[config.mk]
export PLATFORM = sky130hd
export DESIGN_NAME = f5_sweep
export DESIGN_NICKNAME = d
export VERILOG_FILES = /design/src/rtl/f5_sweep.sv
export SDC_FILE = /design/constraint.sdc
export NUM_CORES = 1
export LEC_CHECK = 0
export ABC_AREA = 1
export CAP_MARGIN = 20
export CORE_MARGIN = 5
export CORE_UTILIZATION = 47
export CTS_CLUSTER_DIAMETER = 60
export CTS_CLUSTER_SIZE = 24
export DETAILED_ROUTE_END_ITERATION = 10
export HOLD_SLACK_MARGIN = 0.1
export PLACE_DENSITY = 0.75
export SETUP_SLACK_MARGIN = 0.3
export SYNTH_ARGS = -nofsm -noshare
export SYNTH_HDL_FRONTEND = slang
export SYNTH_SLANG_ARGS = --single-unit
[constraint.sdc]
create_clock -name clk -period 1.75 [get_ports clk]
set_input_delay 0.35 -clock clk [delete_from_list [all_inputs] [get_ports clk]]
set_output_delay 0.35 -clock clk [all_outputs]
set_load 0.02 [all_outputs]
[src/rtl/f5_sweep.sv]
// f5_sweep: in-circuit truth-table sweeper for an N-input NOR gate.
// It drives each input row onto the gate, waits SETTLE cycles, then samples
// the gate output and compares it with the expected NOR value. It counts
// mismatches and keeps the first failing row.
module f5_sweep #(
    parameter int unsigned N      = 2,
    parameter int unsigned SETTLE = 1
) (
    input  logic         clk,
    input  logic         reset,
    input  logic         start,
    output logic [N-1:0] ab,
    input  logic         s,
    output logic         busy,
    output logic         done,
    output logic         pass,
    output logic [N:0]   err_count,
    output logic [N-1:0] fail_row
);

    // The wait counter only needs to hold SETTLE, and it always has at least one bit.
    localparam int unsigned CntW = (SETTLE < 2) ? 1 : $clog2(SETTLE + 1);
    localparam logic [CntW-1:0] SettleLoad = CntW'(SETTLE);

    typedef enum logic [1:0] {
        StIdle,
        StSettle,
        StCheck,
        StDone
    } state_e;

    state_e          state_q, state_d;
    logic [CntW-1:0] cnt_q, cnt_d;
    logic [N-1:0]    ab_q, ab_d;
    logic            busy_q, busy_d;
    logic            pass_q, pass_d;
    logic [N:0]      err_q, err_d;
    logic [N-1:0]    fail_q, fail_d;

    logic exp_s;
    logic mismatch;
    logic last_row;

    // Only the all-zero row gives a high output from NOR.
    assign exp_s    = (ab_q == '0);
    assign mismatch = (s != exp_s);
    assign last_row = &ab_q;

    // State and datapath registers. Reset is asynchronous and clears everything at once.
    always_ff @(posedge clk or posedge reset) begin
        if (reset) begin
            state_q <= StIdle;
            cnt_q   <= '0;
            ab_q    <= '0;
            busy_q  <= 1'b0;
            pass_q  <= 1'b0;
            err_q   <= '0;
            fail_q  <= '0;
        end else begin
            state_q <= state_d;
            cnt_q   <= cnt_d;
            ab_q    <= ab_d;
            busy_q  <= busy_d;
            pass_q  <= pass_d;
            err_q   <= err_d;
            fail_q  <= fail_d;
        end
    end

    // Next-state logic for the sweep FSM and its datapath.
    always_comb begin
        state_d = state_q;
        cnt_d   = cnt_q;
        ab_d    = ab_q;
        busy_d  = busy_q;
        pass_d  = pass_q;
        err_d   = err_q;
        fail_d  = fail_q;

        unique case (state_q)
            StIdle: begin
                // Results from the last sweep stay visible until a new start arrives.
                if (start) begin
                    ab_d    = '0;
                    err_d   = '0;
                    fail_d  = '0;
                    pass_d  = 1'b0;
                    busy_d  = 1'b1;
                    cnt_d   = SettleLoad;
                    state_d = StSettle;
                end
            end

            StSettle: begin
                if (cnt_q == CntW'(1)) begin
                    state_d = StCheck;
                end else begin
                    cnt_d = cnt_q - CntW'(1);
                end
            end

            StCheck: begin
                // s is looked at only here, so glitches during settling are ignored.
                if (mismatch) begin
                    err_d = err_q + (N + 1)'(1);
                    if (err_q == '0) begin
                        fail_d = ab_q;
                    end
                end
                if (last_row) begin
                    state_d = StDone;
                end else begin
                    ab_d    = ab_q + N'(1);
                    cnt_d   = SettleLoad;
                    state_d = StSettle;
                end
            end

            StDone: begin
                // A start in this cycle is dropped on purpose, so it does not queue another sweep.
                busy_d  = 1'b0;
                pass_d  = (err_q == '0);
                state_d = StIdle;
            end

            default: begin
                state_d = StIdle;
            end
        endcase
    end

    assign ab        = ab_q;
    assign busy      = busy_q;
    assign done      = (state_q == StDone);
    assign pass      = pass_q;
    assign err_count = err_q;
    assign fail_row  = fail_q;

endmodule

==> results.yml, run 1 <==
synthesis:
  syn_inst: 81
  ys_seq_area_share_pct: 47.3
  yosys_warnings: 0
  synth_area_um2: 634
  yosys-top-cells-area: "dfrtp_1, nand2_1, ha_1"
  synth_edf_count: 0
  synth-async-reset-ratio_pct: 100
  synth_nets: 89
  yosys.area.top_type: "dfrtp_1"
  synth-seq-cells: 12
  syn_area_per_cell_um2: 7.83
  yosysMostFrequentCell: "nand2_1"
  synth_flop_cell: "dfrtp_1"
  yosys-top-cells-count: "nand2_1, dfrtp_1, inv_1"
  synth_top_area_share_pct: 47.3
  synth.distinct_cells: 15
clock_tree:
  cts-root-buf: "clkbuf_4"
  tritoncts: "done"
  postCtsHoldBufs: 0
  numCtsBuffers: 3
  clock_latency_ps: 280
  cts_buffer_depth: 2
  cts.sinks: 12
  cts.reportedPaths.clkPinSlew_ps: 80
  cts_max_level: 1
drt:
  drtAntennaViolNets: 0
  via_count: 571
  dr.pass1.iters: 4
  wl_um: 1320
  via_per_inst: 4.97
  wire_per_inst_um: 11.5
  drcViolationCount: 0
  drt_iter0_drc: 8
timing:
  setup-tns-final_ps: 0
  period_share_pct: 80.0
  slew_viol_final: 0
  setup_viol: 0
  hold_violations: 0
  timing.slew.headroom_pct: 69.7
  rsz0062_at_grt: "no"
  skew_ps: 2.90
  worst_pin_slew_ps: 453
  fin_crit_ps: 1400
  max_freq_ghz: 0.714
floorplan:
  core_area_um2: 1280
  die_x_um: 46.7
  design.portCount: 14
  dieHeight_um: 46.7
  dieArea_um2: 2180
  rows: 13
  initial_core_util_pct: 49.4
worst_setup_path:
  critPathKind: "reg -> out"
  cp_slowest_cell: "dfrtp_1"
  r2r_slack_ps: 490
  cp.depth: 1
  crit_required_ps: 1400
  cp-end-kind: "primary output"
  max_stage_delay_ps: 430
  arrival_ps: 1050
  crit_chain: "clkdlybuf4s15_1"
  cp_max_fo: 5
  reg2reg_depth: 8
  critical_path.endpoint: "err_count[0]"
  cp-startpoint: "err_count[0]"
  reg2reg_from: "ab[0]"
  reg2reg_to: "fail_row[1]"
  cp-start-kind: "flip-flop"
  crit_buf_inv: 1
  crit_family: "flip-flops"
cells_and_area:
  n_antenna_cell: 0
  fillerInstances: 115
  instances_no_fill: 115
  fin_area_um2: 818
  areaGrowthSynthToFinish_pct: 29.0
  drive_above_1_share_pct: 13.0
  nets: 109
grt:
  grt-ovfl-total: 0
  antenna_found_initial: 0
  grt_usage_pct: 14.6
  grt_max_degree: 13
  grt_pass1_wl_um: 2170
  grt_pass1_vias: 505
hold_path:
  hold_path_class: "in -> async"
placement:
  placement.io_buffers: 13
  place_area_um2: 791
  dp_hpwl_um: 992
  dp.cells: 110
  place.gp.congestion: 0.753
power:
  p_per_area_nw_per_um2: 1670
  leakagePower_nw: 0.471
  ir_worst_vdd_mv: 0.934
status:
  run_status: "complete, no violations"
job:
  maxCapViolations: 0
sequential cells by signal (all words and copies together) (netlist names):
register and count:
ab 2, busy 1, cnt_q 1, err_count 3, fail_row 2, pass 1
state_q 2
how the worst min path moves through the flow:
stage,end,slack (ps),cells past startpoint
floorplan,ab[0],210,1
global placement,state_q[0],460,1
detailed placement,state_q[0],460,1
CTS,fail_row[1],390,2
global route,fail_row[1],420,2
finish,pass,370,2
report_power, final:
group	switching, mW	leakage (nW)	internal, mW
logic	0.419	0.300	0.244
clock network	0.102	0.0210	0.127
registers	0.0974	0.150	0.378
metrics by stage:
step           util [%]  setup slack [ps]  hold slack (ps)  power (mW)
5_1_grt            63.7               309              419        1.49
6_report           63.7               349              366        1.37
3_5_place_dp       61.5               220              464        1.19
4_1_cts            64.1               227              388        1.37
2_1_floorplan         -               483              215       0.910
3_3_place_gp       61.5               248              464        1.17
cell type report:
type | count | area [um^2] | area share (%)
multi-input cells | 56 | 285 | 34.9
inverters | 13 | 48.8 | 5.96
repair buffers | 15 | 128 | 15.6
well taps | 15 | 18.8 | 2.29
flip-flops and latches | 12 | 302 | 36.9
clock buffers | 4 | 36.3 | 4.43
cells by family (layout without fill, tap and decap cells):
family,count (synthesis),in the layout,share of synthesized area [%]
buf+inv,13,32,7.69
fa+ha+maj,4,4,7.89
simple gates,47,47,32.3
compound gates,4,4,3.35
flops,12,12,47.3
xor+xnor,1,1,1.38
cell usage in the layout, fill, tap and decap left out:
master           instances
nor3_1                   1
nand4_1                  2
clkdlybuf4s15_1          2
ha_1                     4
clkbuf_8                 1
nand3_1                  8
nand2_1                 30
clkbuf_4                 3
clkdlybuf4s50_1          3
buf_4                    2
clkbuf_2                 2
dfrtp_2                  1
o22ai_1                  1
inv_2                    2
dfrtp_1                 11
o21ai_0                  3
nor2_1                   3
nor2_2                   1
inv_1                   11
nand3b_1                 1
nand3_2                  1
xnor2_1                  1
dlygate4sd2_1            6
metal layers:
metal  vias to the layer above  part of all wire, %  wire length [um]  GRT usage, %
met5                         -                    0                 0             0
met4                         0                  3.2                42          11.6
met3                         5                  6.4                85          2.30
met2                        15                   42               558          22.8
met1                       254                   48               632          17.8
li1                        297                    -                 -             -
timing repair:
action | CTS | global route
endpoints found under the setup margin | 10 | 4
buffers inserted | 1 | 0
hold endpoints to repair | 0 | 0
resized for setup | 11 | 6
No activity file was read; power rests on OpenSTA's default activity.
==> run 2: changes to the inputs <==
==> constraint.sdc (replaced) <==
create_clock -name clk -period 1.4 [get_ports clk]
set_input_delay 0.28 -clock clk [delete_from_list [all_inputs] [get_ports clk]]
set_output_delay 0.28 -clock clk [all_outputs]
set_load 0.02 [all_outputs]
==> results.yml, run 2 (synthesis gave the netlist of run 1 again) <==
status:
  run_status: "complete, no violations"
drt:
  via_count: 656
  drtAntennaViolNets: 0
  wire_per_inst_um: 14.4
  wl_um: 1830
  dr.pass1.iters: 4
  drt_iter0_drc: 16
  drcViolationCount: 0
  via_per_inst: 5.17
cells_and_area:
  mostFrequentLayoutCell: "nand2_1"
  final_cell_mix: "nand2_1, buf_4, buf_6, dfrtp_1"
  fillerInstances: 75
  n_antenna_cell: 0
  nets: 121
  drive_above_1_share_pct: 50.0
  largest_register_ffs: 3
  areaGrowthSynthToFinish_pct: 64.3
power:
  p_per_area_nw_per_um2: 2220
  leakagePower_nw: 0.543
  ir_worst_vdd_mv: 1.36
timing:
  period_share_pct: 85.3
  max_freq_ghz: 0.837
  timing.slew.headroom_pct: 69.4
  worst_pin_slew_ps: 459
  skew_ps: 7.83
  fin_crit_ps: 1190
  setup-tns-final_ps: 0
  slew_viol_final: 0
  hold_violations: 0
  finalWorstSetupSlack_ps: 205
  rsz0062_at_grt: "yes"
  setup_viol: 0
placement:
  placement.io_buffers: 13
  dp_hpwl_um: 1050
  dp_slack_ps: 31.2
  place.gp.congestion: 0.782
clock_tree:
  postCtsHoldBufs: 0
  cts-root-buf: "clkbuf_4"
  cts_buffer_depth: 2
  numCtsBuffers: 3
  clock_latency_ps: 280
  tritoncts: "done"
  cts.sinks: 12
  cts_max_level: 1
  cts.reportedPaths.clkPinSlew_ps: 80
worst_setup_path:
  crit_required_ps: 1560
  r2r_slack_ps: 210
  cp-start-kind: "flip-flop"
  arrival_ps: 1360
  critical_path.endpoint: "fail_row[0]"
  cp-end-kind: "flip-flop"
  reg2reg_from: "err_count[0]"
  reg2reg_depth: 7
  reg2reg_to: "fail_row[0]"
  critPathKind: "reg -> reg"
  cp_max_fo: 4
  cp-startpoint: "err_count[0]"
floorplan:
  rows: 13
  die_x_um: 46.7
  initial_core_util_pct: 49.4
  core_area_um2: 1280
  dieArea_um2: 2180
  design.portCount: 14
  dieHeight_um: 46.7
grt:
  grt_usage_pct: 20.0
  antenna_found_initial: 0
  grt_pass1_wl_um: 2920
  grt_pass1_vias: 697
  grt_max_degree: 13
  grt-ovfl-total: 0
hold_path:
  hold_path_class: "in -> async"
job:
  maxCapViolations: 0
## run 2: changes by cell type in the layout (fill, tap and decap cells not counted), moves of 4 or more
cell,delta
nand2_2,+7
nand2_4,+4
buf_4,+12
dlygate4sd2_1,-6
inv_1,-4
nand2_1,-11
buf_6,+10
## run 2: routing by layer
layer  track usage (%)  part of all wire (%)  vias to the layer above
li1                  -                     -                      319
met1              20.9                    39                      312
met2              33.2                    52                       17
met3              3.07                   3.5                        8
met4              19.9                   5.8                        0
met5                 0                     0                        -
## run 2: worst min-delay path by stage
stage	from	to	depth (start not counted)
final	reset	busy	2
after global routing	reset	fail_row[1]	2
after CTS	reset	pass	2
after detailed placement	cnt_q	state_q[0]	1
after global placement	cnt_q	state_q[0]	1
after floorplan	reset	busy	1
## run 2: final cells by class
cell class                 instances  area, um^2  area share, %
tap                               15        18.8           1.80
timing repair buffer              27         248           23.8
sequential                        12         305           29.3
inverter                          13        53.8           5.16
clock buffer                       4        26.3           2.52
multi-input combinational         56         390           37.5
## run 2: critical path, stage by stage, from the launching register on
cell     delay, ps
dfrtp_2        450
inv_2           60
ha_2           160
nand2_2         80
nor2_4         140
nand2_2         80
nand3_2         60
nand2_1         50
## run 2: per-stage QoR
step | util [%] | cells | power, mW | hold slack (ps) | area [um^2]
after floorplan | - | 81 | 1.22 | 144 | 664
after global placement | 65.6 | 113 | 1.62 | 471 | 843
after detailed placement | 65.6 | 113 | 1.63 | 475 | 843
after CTS | 76.9 | 123 | 2.17 | 327 | 988
after global routing | 81.1 | 127 | 2.48 | 357 | 1040
final | 81.1 | 127 | 2.31 | 303 | 1040
## run 2: power breakdown
part / switching [mW] / total [mW] / internal, mW
clock network: 0.116 / 0.226 / 0.110
logic: 0.820 / 1.48 / 0.656
registers: 0.132 / 0.611 / 0.479
## run 2: what timing repair did
item                       4_1_cts  5_1_grt
setup endpoints to repair       18       18
gates resized for setup         74        9
pin swaps                        5        4
buffers inserted                 6        4
==> run 3: changes to the inputs <==
--- a/config.mk
+++ b/config.mk
@@ -10,7 +10,6 @@
 export CORE_MARGIN = 5
 export CORE_UTILIZATION = 47
 export CTS_CLUSTER_DIAMETER = 60
-export CTS_CLUSTER_SIZE = 24
 export DETAILED_ROUTE_END_ITERATION = 10
 export HOLD_SLACK_MARGIN = 0.1
 export PLACE_DENSITY = 0.75
==> results of run 3 <==
Same layout as run 2: the final DEF is identical, and so are final timing and power.
